$ cat config.mk
export PLATFORM = sky130hd
export DESIGN_NAME = memtile_delay_cfg_writer
export DESIGN_NICKNAME = d
export VERILOG_FILES = /design/src/rtl/memtile_delay_cfg_writer.sv
export SDC_FILE = /design/constraint.sdc
export NUM_CORES = 1
export LEC_CHECK = 0
export CAP_MARGIN = 10
export CELL_PAD_IN_SITES_DETAIL_PLACEMENT = 1
export CELL_PAD_IN_SITES_GLOBAL_PLACEMENT = 2
export CORE_ASPECT_RATIO = 1.25
export CORE_MARGIN = 2
export CORE_UTILIZATION = 23
export DETAILED_ROUTE_END_ITERATION = 6
export GPL_TIMING_DRIVEN = 0
export PLACE_DENSITY = 0.82
export SYNTH_ARGS = -nofsm -noshare
export SYNTH_HDL_FRONTEND = slang
export SYNTH_SLANG_ARGS = --single-unit
export TNS_END_PERCENT = 5
$ cat constraint.sdc
create_clock -name clk -period 3.1 [get_ports clk]
set_input_delay 0.62 -clock clk [delete_from_list [all_inputs] [get_ports clk]]
set_output_delay 0.62 -clock clk [all_outputs]
set_load 0.005 [all_outputs]
$ cat src/rtl/memtile_delay_cfg_writer.sv
// memtile_delay_cfg_writer: programs an 8-entry memtile delay config over the config bus and verifies it by readback
module memtile_delay_cfg_writer (
  input  logic        clk,
  input  logic        reset,
  input  logic        start,
  input  logic [15:0] delay,
  input  logic [15:0] range,
  output logic        config_en,
  output logic        config_write,
  output logic        config_read,
  output logic [7:0]  config_addr_in,
  output logic [31:0] config_data_in,
  input  logic [31:0] config_data_out,
  output logic        busy,
  output logic        done,
  output logic        error,
  output logic [7:0]  mismatch_addr
);
  typedef enum logic [2:0] {IDLE, WRITE, READ, DRAIN, DONE} state_t;
  state_t state, state_nx;
  logic [15:0] dly, rng;
  logic [2:0]  idx, chk_idx;
  logic        chk_v, rej, miss;
  logic [31:0] tbl [8];
  // a delay deeper than the 512-entry SRAM or an empty loop cannot be programmed
  assign rej  = delay >= 16'd512 || range == 16'd0;
  assign miss = chk_v && config_data_out != tbl[chk_idx];
  always_comb begin
    tbl[0] = 32'd0;
    tbl[1] = 32'd1;
    tbl[2] = {16'd0, dly};
    tbl[3] = 32'd1;
    tbl[4] = 32'd1;
    tbl[5] = {16'd0, rng};
    tbl[6] = 32'd0;
    tbl[7] = {16'd0, rng};
  end
  always_ff @(posedge clk)
    state <= reset ? IDLE : state_nx;
  always_comb begin
    state_nx = state == IDLE  ? (start ? (rej ? DONE : WRITE) : IDLE) :
               state == WRITE ? (idx == 3'd7 ? READ : WRITE) :
               state == READ  ? (idx == 3'd7 ? DRAIN : READ) :
               state == DRAIN ? DONE : IDLE;
  end
  always_comb begin
    config_en      = state == WRITE || state == READ;
    config_write   = state == WRITE;
    config_read    = state == READ;
    config_addr_in = config_en ? {5'd0, idx} : 8'd0;
    config_data_in = config_write ? tbl[idx] : 32'd0;
    busy           = state == WRITE || state == READ || state == DRAIN;
    done           = state == DONE;
  end
  always_ff @(posedge clk) begin
    if (reset) begin
      dly           <= '0;
      rng           <= '0;
      idx           <= '0;
      chk_idx       <= '0;
      chk_v         <= 1'b0;
      error         <= 1'b0;
      mismatch_addr <= '0;
    end else begin
      idx     <= config_en ? idx + 3'd1 : 3'd0;
      chk_v   <= config_read;
      chk_idx <= idx;
      if (state == IDLE && start) begin
        dly           <= delay;
        rng           <= range;
        error         <= rej;
        mismatch_addr <= delay >= 16'd512 ? 8'h02 : range == 16'd0 ? 8'h05 : 8'h00;
      end else if (miss && !error) begin
        error         <= 1'b1;
        mismatch_addr <= {5'd0, chk_idx};
      end
    end
  end
endmodule
==> impl_metrics.toml <==
[worst_setup_path]
cp-end-kind = "output port"
crit_fanout = 10
path_cells = "and2_1, clkbuf_1, clkbuf_2, a22oi_1, nor2_1, clkdlybuf4s50_1"
critical_path.max_stage_delay_ns = 0.52
arrival_ns = 2.24
start_kind = "flop"
path_class = "reg2out"
slowest_stage = "clkdlybuf4s50_1"
required_ns = 2.48

[outcome]
status = "complete, no violations"

[cells_and_area]
drive_above_1_share = 0.107
fillers = 1473
area_growth_pct = 48.6
fin_nets = 564
num_antenna_cells = 0
final_core_util = 0.350

[sta]
period_share = 0.924
whs_ns = 0.477
hold_viol_final = 0
slew_viol_final = 0
fin_crit_ns = 2.86
fmaxAchievable_mhz = 349
setup_viol = 0
relSlewSlack = 0.611
fin_skew_ns = 0.00111
worstMarginPinSlew_ns = 0.583
rsz0062_at_grt = "no"

[cts]
h-tree-depth = 2
cts_root_buf = "clkbuf_16"
cts_buffers = 5
cts_max_path_buffers = 2
clock_latency_ns = 0.29
cts_setup_buffers = 0
clk_pin_slew_ns = 0.06
cts.sinks = 46
cts_tree = "built"

[yosys]
ys_types = 45
syn_inst = 370
postSynth.topFlopCell = "dfxtp_1"
synth_edf_count = 0
synth_warnings = 0
ys_ff_latch = 46
async_flop_share = 0
syn_avg_cell_area_um2 = 7.70
mappedNetlistArea_um2 = 2850
yosysSeqAreaShare = 0.323

[drt]
drcViolationCount = 0
wirelength_um = 10800
vias_per_cell = 4.68
vias = 3087
antenna_left = 0
drtPass1Iterations = 4
first_iter_violations = 85
post_drt_wl_per_cell_um = 16.4

[placement]
io_buffers = 93
place_hpwl_um = 8730
globalplace.congestion = 0.827

[min_path]
hold_class = "reg2reg"

[global_route]
grt_pass1_wl_um = 16700
grt_overflow_total = 0
grt_usage = 0.159
grt_pass1_vias = 3226
use_met3 = 0.0385
grt_max_degree = 14
use_met2 = 0.289
grt_busiest_layer = "met2"
antenna_found_initial = 0
grtUsageMet1 = 0.179

[floorplan]
die_area_um2 = 13300
core_area_um2 = 12100
die_w_um = 104
io_pins = 121
chipHeight_um = 128
std_cell_rows = 45
start_util = 0.235

[pwr]
power-per-cell-area_nw_per_um2 = 340
leakagePower_nw = 1.57
ir_worst_vdd_mv = 0.184

[flow_run]
maxCapViolations = 0
==> layer usage <==
layer,up-vias,part of all wire,wire [um]
met5,-,0,0
met4,0,0.024,257
met1,1452,0.42,4540
met2,105,0.50,5350
met3,16,0.060,645
li1,1514,-,-
==> sequential cells by signal, indices dropped and copies added, names as in the netlist <==
name	count
state	3
idx	3
rng	16
chk_v	1
mismatch_addr	3
dly	16
chk_idx	3
error	1
==> kinds of logic (layout without fill, tap and decap cells) <==
group,count (synthesis),in the layout,share of synthesized area
AND/OR/NAND/NOR,184,184,0.365
adder cells (fa/ha/maj),2,2,0.00878
AO/OA/AOI/OAI,80,80,0.169
other,1,26,0.00132
multiplexers,1,1,0.00351
XOR/XNOR,5,5,0.0154
buffers and inverters,51,152,0.114
flip-flops,46,46,0.323
==> synthesized netlist by cell type, drive strengths merged, types with 4 or more instances <==
cell	count	area share
dfxtp	46	0.32
nor3	7	0.012
nand4	4	0.013
and3	9	0.022
nand4bb	6	0.024
a22oi	21	0.055
inv	4	0.0053
buf	31	0.088
a21oi	42	0.074
or3	5	0.011
nor4	9	0.020
nor4b	6	0.028
xor2	5	0.015
nand3	14	0.030
clkbuf	16	0.021
nand2	66	0.087
and2	5	0.011
nor2	27	0.036
o21ai	8	0.014
nor3b	6	0.016
nor2b	8	0.018
==> stage by stage <==
stage	total power, mW	TNS, ns	cells	cell area [um2]	setup slack, ns
2_1_floorplan	0.762	0	395	2940	0.932
3_3_place_gp	0.897	0	652	4080	0.0566
3_5_place_dp	0.902	-0.0229	652	4080	-0.0229
4_1_cts	1.45	0	660	4230	0.0152
5_1_grt	1.50	0	660	4230	0.0396
6_report	1.44	0	660	4230	0.236
==> layout by cell type, fill, tap and decap left out, types with 3 or more instances in the layout <==
cell type,synthesis,routed
conb_1,1,26
a21oi_1,42,42
nor2b_1,8,8
clkbuf_1,16,15
nand2b_1,3,3
nor3b_1,6,5
and4bb_1,3,3
and2_1,5,5
clkbuf_16,0,5
nor4_1,9,9
nand3_1,11,11
or3_1,5,5
o31ai_1,3,3
a22oi_1,21,21
inv_1,4,4
nand4bb_1,6,6
dfxtp_1,46,46
nor3_1,7,7
o21ai_0,8,8
and3_1,8,8
xor2_1,5,5
nor2_1,27,27
nand3_2,3,3
a31oi_1,3,3
buf_4,27,27
nor4b_1,3,3
nand2_1,66,66
clkdlybuf4s50_1,0,93
==> worst max-delay path, delay by kind of cell (launching register included) <==
| family | cells | cell delay, ns |
|---|---|---|
| DFF | 1 | 0.45 |
| AOI/OAI and AO/OA | 1 | 0.13 |
| buffers and inverters | 3 | 1.07 |
| and+or+nand+nor | 2 | 0.30 |
==> final timing paths <==
kind | slack (ns) | cells after the start | startpoint | endpoint
max | 0.24 | 6 | idx[0]$_SDFF_PP0_ | config_data_in[6]
min | 0.48 | 2 | dly[2]$_SDFFE_PP0P_ | dly[2]$_SDFFE_PP0P_
max reg2reg | 0.32 | 7 | chk_idx[1]$_SDFF_PP0_ | mismatch_addr[1]$_SDFFE_PP0P_
min reg2reg | 0.48 | 2 | dly[2]$_SDFFE_PP0P_ | dly[2]$_SDFFE_PP0P_
==> final cells by class <==
cell class	count	area (um2)	share of cell area
multi-input cells	298	1700	0.402
repair buffers	93	931	0.220
flip-flops and latches	46	921	0.217
plain buffers	47	313	0.0739
well taps	164	205	0.0485
clock buffers	7	143	0.0337
inverters	4	15.0	0.00355
clock inverters	1	5.00	0.00118
==> where the power goes <==
part,switching (mW),total (mW),leakage [nW],internal [mW]
Clock,0.230,0.550,0.0739,0.320
Sequential,0.0261,0.647,0.377,0.621
Combinational,0.105,0.243,1.11,0.138
==> what timing repair did <==
| action | 4_1_cts | 5_1_grt |
|---|---|---|
| hold buffers | 0 | 0 |
| setup endpoints to repair | 10 | 10 |
| pin swaps | 0 | 0 |
| resized for setup | 1 | 4 |
| gates cloned | 0 | 0 |
No activity file was read; power rests on OpenSTA's default activity.
